==> src/rtl/alu_pkg.sv <==
`default_nettype none
// +----------------------------------------------------------------------------+
// | Module  : alu_pkg                                                          |
// | Brief   : Opcode encodings, datapath widths and opcode helpers shared by   |
// |           the issue stage and the 8-bit ALU.                               |
// | Revision: 1.0 - initial release                                            |
// +----------------------------------------------------------------------------+
package alu_pkg;

    localparam int DATA_W  = 8;
    localparam int NREG    = 8;
    localparam int REG_AW  = $clog2(NREG);
    localparam int OP_W    = 3;
    localparam int INSTR_W = OP_W + 2 * REG_AW;

    localparam logic [OP_W-1:0] OP_AND = 3'b000;
    localparam logic [OP_W-1:0] OP_ADD = 3'b001;
    localparam logic [OP_W-1:0] OP_SLL = 3'b010;
    localparam logic [OP_W-1:0] OP_SRL = 3'b011;
    localparam logic [OP_W-1:0] OP_SUB = 3'b100;
    localparam logic [OP_W-1:0] OP_SLT = 3'b101;
    localparam logic [OP_W-1:0] OP_ABS = 3'b110;
    localparam logic [OP_W-1:0] OP_SEQ = 3'b111;

    // Unary ops ignore rt, so a busy rt must not hold them back.
    function automatic logic op_uses_rt(input logic [OP_W-1:0] op);
        return (op != OP_SRL) && (op != OP_ABS);
    endfunction

    // Compare ops only produce a flag and never write rd.
    function automatic logic op_writes_rd(input logic [OP_W-1:0] op);
        return (op != OP_SLT) && (op != OP_SEQ);
    endfunction

endpackage : alu_pkg
`default_nettype wire

==> src/rtl/regfile_2r1w.sv <==
`default_nettype none
// +----------------------------------------------------------------------------+
// | Module  : regfile_2r1w                                                     |
// | Brief   : Register file with two asynchronous read ports that forward a    |
// |           same-cycle write, one synchronous write port, sync reset.        |
// | Revision: 1.0 - initial release                                            |
// +----------------------------------------------------------------------------+
module regfile_2r1w #(
    parameter int DATA_W = 8,
    parameter int NREG   = 8,
    parameter int AW     = $clog2(NREG)
) (
    input  logic              clk_i,
    input  logic              rst_i,
    input  logic              we_i,
    input  logic [AW-1:0]     waddr_i,
    input  logic [DATA_W-1:0] wdata_i,
    input  logic [AW-1:0]     raddr_a_i,
    output logic [DATA_W-1:0] rdata_a_o,
    input  logic [AW-1:0]     raddr_b_i,
    output logic [DATA_W-1:0] rdata_b_o
);

    logic [DATA_W-1:0] r_mem [NREG];

    always_ff @(posedge clk_i) begin
        if (rst_i) begin
            for (int i = 0; i < NREG; i++) begin
                r_mem[i] <= '0;
            end
        end else if (we_i) begin
            r_mem[waddr_i] <= wdata_i;
        end
    end

    // Forwarding lets an operand be consumed in the same cycle it is written back.
    always_comb begin
        rdata_a_o = r_mem[raddr_a_i];
        if (we_i && (waddr_i == raddr_a_i)) begin
            rdata_a_o = wdata_i;
        end
    end

    always_comb begin
        rdata_b_o = r_mem[raddr_b_i];
        if (we_i && (waddr_i == raddr_b_i)) begin
            rdata_b_o = wdata_i;
        end
    end

endmodule : regfile_2r1w
`default_nettype wire

==> src/rtl/decode_regread.sv <==
`default_nettype none
// +----------------------------------------------------------------------------+
// | Module  : decode_regread                                                   |
// | Brief   : Issue stage ahead of the ALU: decode, operand read, busy-bit     |
// |           scoreboard stall and a single output register toward the ALU.    |
// | Revision: 1.0 - initial release                                            |
// +----------------------------------------------------------------------------+
module decode_regread #(
    parameter  int DATA_W  = 8,
    parameter  int NREG    = 8,
    parameter  int INSTR_W = 9,
    localparam int AW      = $clog2(NREG),
    localparam int OPW     = INSTR_W - 2 * AW
) (
    input  logic               clk_i,
    input  logic               rst_i,
    input  logic [INSTR_W-1:0] instr_i,
    input  logic               instr_valid_i,
    output logic               instr_ready_o,
    input  logic               wb_en_i,
    input  logic [AW-1:0]      wb_addr_i,
    input  logic [DATA_W-1:0]  wb_data_i,
    output logic               valid_o,
    output logic [OPW-1:0]     opcode_o,
    output logic [DATA_W-1:0]  rs_o,
    output logic [DATA_W-1:0]  rt_o,
    output logic [AW-1:0]      rd_addr_o,
    output logic               wr_req_o
);

    import alu_pkg::*;

    logic [OPW-1:0]    w_opcode;
    logic [AW-1:0]     w_rs_addr;
    logic [AW-1:0]     w_rt_addr;
    logic [DATA_W-1:0] w_rs_data;
    logic [DATA_W-1:0] w_rt_data;
    logic              w_uses_rt;
    logic              w_writes_rd;
    logic [NREG-1:0]   w_wb_clear;
    logic [NREG-1:0]   w_issue_set;
    logic [NREG-1:0]   w_busy_live;
    logic              w_stall;
    logic              w_accept;

    logic [NREG-1:0]   r_busy;
    logic              r_valid;
    logic [OPW-1:0]    r_opcode;
    logic [DATA_W-1:0] r_rs;
    logic [DATA_W-1:0] r_rt;
    logic [AW-1:0]     r_rd_addr;
    logic              r_wr_req;

    // rs and rd share a field, so rd needs no separate decode.
    assign w_opcode    = instr_i[INSTR_W-1 -: OPW];
    assign w_rs_addr   = instr_i[2*AW-1 -: AW];
    assign w_rt_addr   = instr_i[AW-1:0];
    assign w_uses_rt   = op_uses_rt(w_opcode);
    assign w_writes_rd = op_writes_rd(w_opcode);

    regfile_2r1w #(
        .DATA_W (DATA_W),
        .NREG   (NREG),
        .AW     (AW)
    ) u_regfile (
        .clk_i     (clk_i),
        .rst_i     (rst_i),
        .we_i      (wb_en_i),
        .waddr_i   (wb_addr_i),
        .wdata_i   (wb_data_i),
        .raddr_a_i (w_rs_addr),
        .rdata_a_o (w_rs_data),
        .raddr_b_i (w_rt_addr),
        .rdata_b_o (w_rt_data)
    );

    always_comb begin
        w_wb_clear = '0;
        if (wb_en_i) begin
            w_wb_clear[wb_addr_i] = 1'b1;
        end
    end

    // Busy view after this cycle's writeback; the forwarded value makes that safe.
    assign w_busy_live   = r_busy & ~w_wb_clear;
    assign w_stall       = w_busy_live[w_rs_addr] | (w_uses_rt & w_busy_live[w_rt_addr]);
    assign instr_ready_o = ~w_stall;
    assign w_accept      = instr_valid_i & instr_ready_o;

    always_comb begin
        w_issue_set = '0;
        if (w_accept && w_writes_rd) begin
            w_issue_set[w_rs_addr] = 1'b1;
        end
    end

    // OR-ing the set after the clear makes a new producer win over a retiring one.
    always_ff @(posedge clk_i) begin
        if (rst_i) begin
            r_busy <= '0;
        end else begin
            r_busy <= w_busy_live | w_issue_set;
        end
    end

    always_ff @(posedge clk_i) begin
        if (rst_i) begin
            r_valid   <= 1'b0;
            r_opcode  <= '0;
            r_rs      <= '0;
            r_rt      <= '0;
            r_rd_addr <= '0;
            r_wr_req  <= 1'b0;
        end else begin
            r_valid <= w_accept;
            if (w_accept) begin
                r_opcode  <= w_opcode;
                r_rs      <= w_rs_data;
                r_rt      <= w_rt_data;
                r_rd_addr <= w_rs_addr;
                r_wr_req  <= w_writes_rd;
            end
        end
    end

    assign valid_o   = r_valid;
    assign opcode_o  = r_opcode;
    assign rs_o      = r_rs;
    assign rt_o      = r_rt;
    assign rd_addr_o = r_rd_addr;
    assign wr_req_o  = r_wr_req;

endmodule : decode_regread
`default_nettype wire

==> config.mk <==
export PLATFORM = sky130hd
export DESIGN_NAME = decode_regread
export DESIGN_NICKNAME = d
export VERILOG_FILES = /design/src/rtl/alu_pkg.sv /design/src/rtl/regfile_2r1w.sv /design/src/rtl/decode_regread.sv
export SDC_FILE = /design/constraint.sdc
export NUM_CORES = 1
export LEC_CHECK = 0
export CAP_MARGIN = 20
export CELL_PAD_IN_SITES_DETAIL_PLACEMENT = 0
export CELL_PAD_IN_SITES_GLOBAL_PLACEMENT = 1
export CORE_MARGIN = 8
export CORE_UTILIZATION = 47
export DETAILED_ROUTE_END_ITERATION = 7
export MAX_ROUTING_LAYER = met4
export PLACE_DENSITY_LB_ADDON = 0.15
export SLEW_MARGIN = 20
export SYNTH_ARGS = -nofsm -noshare
export SYNTH_HDL_FRONTEND = slang
export SYNTH_HIERARCHICAL = 1
export SYNTH_SLANG_ARGS = --single-unit
export TNS_END_PERCENT = 20
==> constraint.sdc <==
create_clock -name clk_i -period 4.75 [get_ports clk_i]
set_input_delay 0.7125 -clock clk_i [delete_from_list [all_inputs] [get_ports clk_i]]
set_output_delay 0.7125 -clock clk_i [all_outputs]
set_load 0.01 [all_outputs]
==> metrics.md <==
| Metric | Value |
|---|---|
| Seq cells post-synth | `96` |
| Area of the die | `0.0154 mm^2` |
| Mapped Nets | `440` |
| Max Fclk | `between 200 and 300 MHz` |
| Antenna violations before repair | `0` |
| Clock sinks | `96` |
| Number of global-route vias before repair | `3568` |
| Cells after Synth | `416` |
| Crit path arrival time | `3.21 ns` |
| Top Ports | `49` |
| ANT cells | `0` |
| Via count | `3720` |
| Int Pwr | `1.57 mW` |
| # rows | `39` |
| Final Max Slew Viols | `0` |
| Worst skew pair latency | `around 0.34 ns` |
| Status | `completed` |
| Worst VDD drop | `0.228 mV` |
| DRT Pass-1 Iters | `5` |
| Largest net degree at the start of global routing | `53` |
| # fillers | `991` |
| Placer congestion estimate | `around 0.86` |
| Hpwl dp | `9810 um` |
| PwrDens | `326 mW/mm^2` |
| Sequential share of power | `47.1%` |
| Clk root buf | `clkbuf_16` |
| CP peak stage delay | `between 0.6 and 0.7 ns` |
| Crit path cell chain | `clkdlybuf4s50_1 > or4b_4 > nand3b_1 > a32oi_1 > a311oi_4 > clkdlybuf4s50_1` |
| Post-Syn Area | `0.00549 mm^2` |
| Crit path max-delay cell type | `or4b_4` |
| Clock Skew | `approximately 0.0056 ns` |
| Post_cts resized | `0` |
| Die H | `124 um` |
| Max-slew headroom at the worst pin | `43.9%` |
| Vias per cell | `6.11` |
| Sequential area share after synthesis | `46.7%` |
| Final period demand of the worst path | `3.92 ns` |
| Crit Path Max Fanout | `16` |
| Avg Cell Area, Syn | `about 13 um^2` |
| Post-synthesis cell type count | `48` |
| Nets | `486` |
| RSZ-0062 raised after global routing | `false` |
| CP endpoint kind | `output pin` |
| Final Setup Violations | `0` |
| Ratio of cells with drive above 1 in the final layout | `23.2%` |
| Logic pwr share | `16.0%` |
| All-Layer GR Usage | `19.2%` |
| Postcts setup bufs | `0` |
| Post-route setup slack | `0.831 ns` |
| Starting Density | `approximately half` |
| Post-route DRC | `0` |
| First-pass GRT wire length | `21300 um` |
| Number of synthesized flops with an enable pin | `64` |
| 1st-iter DRT viols | `319` |
| Hold buffers post-CTS | `0` |
| Clk buf depth | `2` |
| NetSw | `502 uW` |
| DRT Wirelength | `13900 um` |
| Worst Hold Class | `flop to flop` |
| Routed WL per cell | `22.8 um` |
| Sw frac | `between 20% and 30%` |
| Worst slew pin tran | `0.835 ns` |
| Setup WS pre-CTS | `0.824 ns` |
| Reg clk slew, reported paths | `0.06 ns` |
| H-tree levels | `3` |
| Hold_ws | `0.477 ns` |
| Ys Warns | `6` |
| Dominant synthesized flop cell | `edfxtp_1` |
| LEAKAGE | `2.18 nW` |
| CTS tree | `built` |
| Die width | `about 120 um` |
| Sum Neg Setup Slack | `0 ns` |
| CP Data Required Time | `4.04 ns` |
| Port-buffer cells | `48` |
| Grt total ovfl | `0` |
| Crit Path Class | `primary input to output pin` |
| CP Launch Type | `primary input` |
| Max cap viols | `0` |
| Core area | `roughly 0.011 mm^2` |
| CTS Buf Count | `9` |
| Clock power share | `36.9%` |
| Final period utilization | `82.5%` |
| Antenna Nets Post-Route | `0` |
| Ys async rst share | `0%` |
| Area delta synth->final | `15.9%` |
| Crit-path most repeated cell | `clkdlybuf4s50_1` |
| Final Hold Fails | `0` |
==> layer usage <==
metal | global-route usage, % | vias up | part of all wire (%)
met2 | 29.4 | 132 | 46
met1 | 25.3 | 1875 | 46
met4 | 6.77 | 0 | 1.6
met5 | - | - | 0
met3 | 3.22 | 15 | 5.7
li1 | - | 1698 | -
==> cells by family (layout without fill, tap and decap cells) <==
family / after synthesis / after routing / share of synthesized area [%]
flip-flops: 96 / 96 / 46.7
AO/OA/AOI/OAI: 43 / 43 / 6.77
XOR/XNOR: 7 / 7 / 1.12
AND/OR/NAND/NOR: 178 / 178 / 20.8
multiplexers: 64 / 64 / 21.1
buffers and inverters: 28 / 78 / 3.51
==> worst max-delay path, delay by kind of cell <==
kind                   cells  cell delay [ns]
AOI/OAI and AO/OA          2             0.46
buffers and inverters      2             1.26
and+or+nand+nor            2             0.77
==> cells in the mapped netlist (4+ instances only) <==
cell type  number  area [um^2]
nor2_1         10         37.5
nand2b_1       26          163
dfxtp_1        32          641
nand4b_1       23          201
o22ai_1         4         25.0
edfxtp_1       64         1920
and2_1         65          407
xnor2_1         6         52.6
o21ai_2        20          175
o32ai_1         5         43.8
clkbuf_1       13         48.8
mux4_2         14          315
nand2_1        13         48.8
nand3_1        10         50.1
mux4_1         18          473
nand4_1         4         25.0
nor2b_1         5         31.3
or2_2           8         50.1
mux2_2         30          338
==> power by group through the flow <==
stage	clock [mW]	sequential (mW)	combinational (mW)
4_1_cts	0.782	0.974	0.333
3_3_place_gp	0	0.987	0.330
3_5_place_dp	0	0.992	0.330
2_1_floorplan	0	0.986	0.208
6_report	0.765	0.975	0.331
5_1_grt	0.809	0.981	0.352
==> path summary, 6_finish.rpt <==
| path | startpoint | to | slack [ns] | depth (start not counted) |
|---|---|---|---|---|
| setup / recovery | wb_addr_i[0] | instr_ready_o | 0.83 | 6 |
| hold / removal | rs_o[1] | rs_o[1] | 0.48 | 2 |
| hold reg to reg | rs_o[1] | rs_o[1] | 0.48 | 2 |
| setup reg to reg | r_busy[6] | rd_addr_o[2] | 2.39 | 7 |
==> cells in the final DEF, fill, tap and decap left out, types with 12 or more instances in the layout <==
| cell type | instances |
|---|---|
| and2_1 | 65 |
| nand4b_1 | 23 |
| dfxtp_1 | 32 |
| o21ai_2 | 20 |
| edfxtp_1 | 64 |
| mux4_2 | 14 |
| nand2b_1 | 26 |
| clkdlybuf4s50_1 | 47 |
| mux2_2 | 30 |
| buf_4 | 12 |
| mux4_1 | 18 |
| nand2_1 | 13 |
==> registers in the layout, summed over array words and instances, names as in the netlist <==
name and cells:
r_busy 8, wr_req_o 1, rt_o 8, valid_o 1, rd_addr_o 3, rs_o 8, u_regfile/r_mem 64, opcode_o 3
==> cell type report <==
type / instances / area, um^2 / share of cell area (%)
Clock inverter: 6 / 85.1 / 1.34
Sequential cell: 96 / 2560 / 40.3
Timing Repair Buffer: 60 / 566 / 8.89
Tap cell: 143 / 179 / 2.81
Inverter: 3 / 11.3 / 0.177
Clock buffer: 9 / 225 / 3.54
Multi-Input combinational cell: 292 / 2730 / 42.9
==> through the flow <==
step	cell area (um^2)	instances	util (%)	power [mW]
6_report	6360	609	55.7	2.07
5_1_grt	6360	609	55.7	2.14
4_1_cts	6360	609	55.7	2.09
3_5_place_dp	6050	594	53.0	1.32
3_3_place_gp	6050	594	53.0	1.32
2_1_floorplan	5490	416	-	1.19
(Power assumes the default switching activity.)
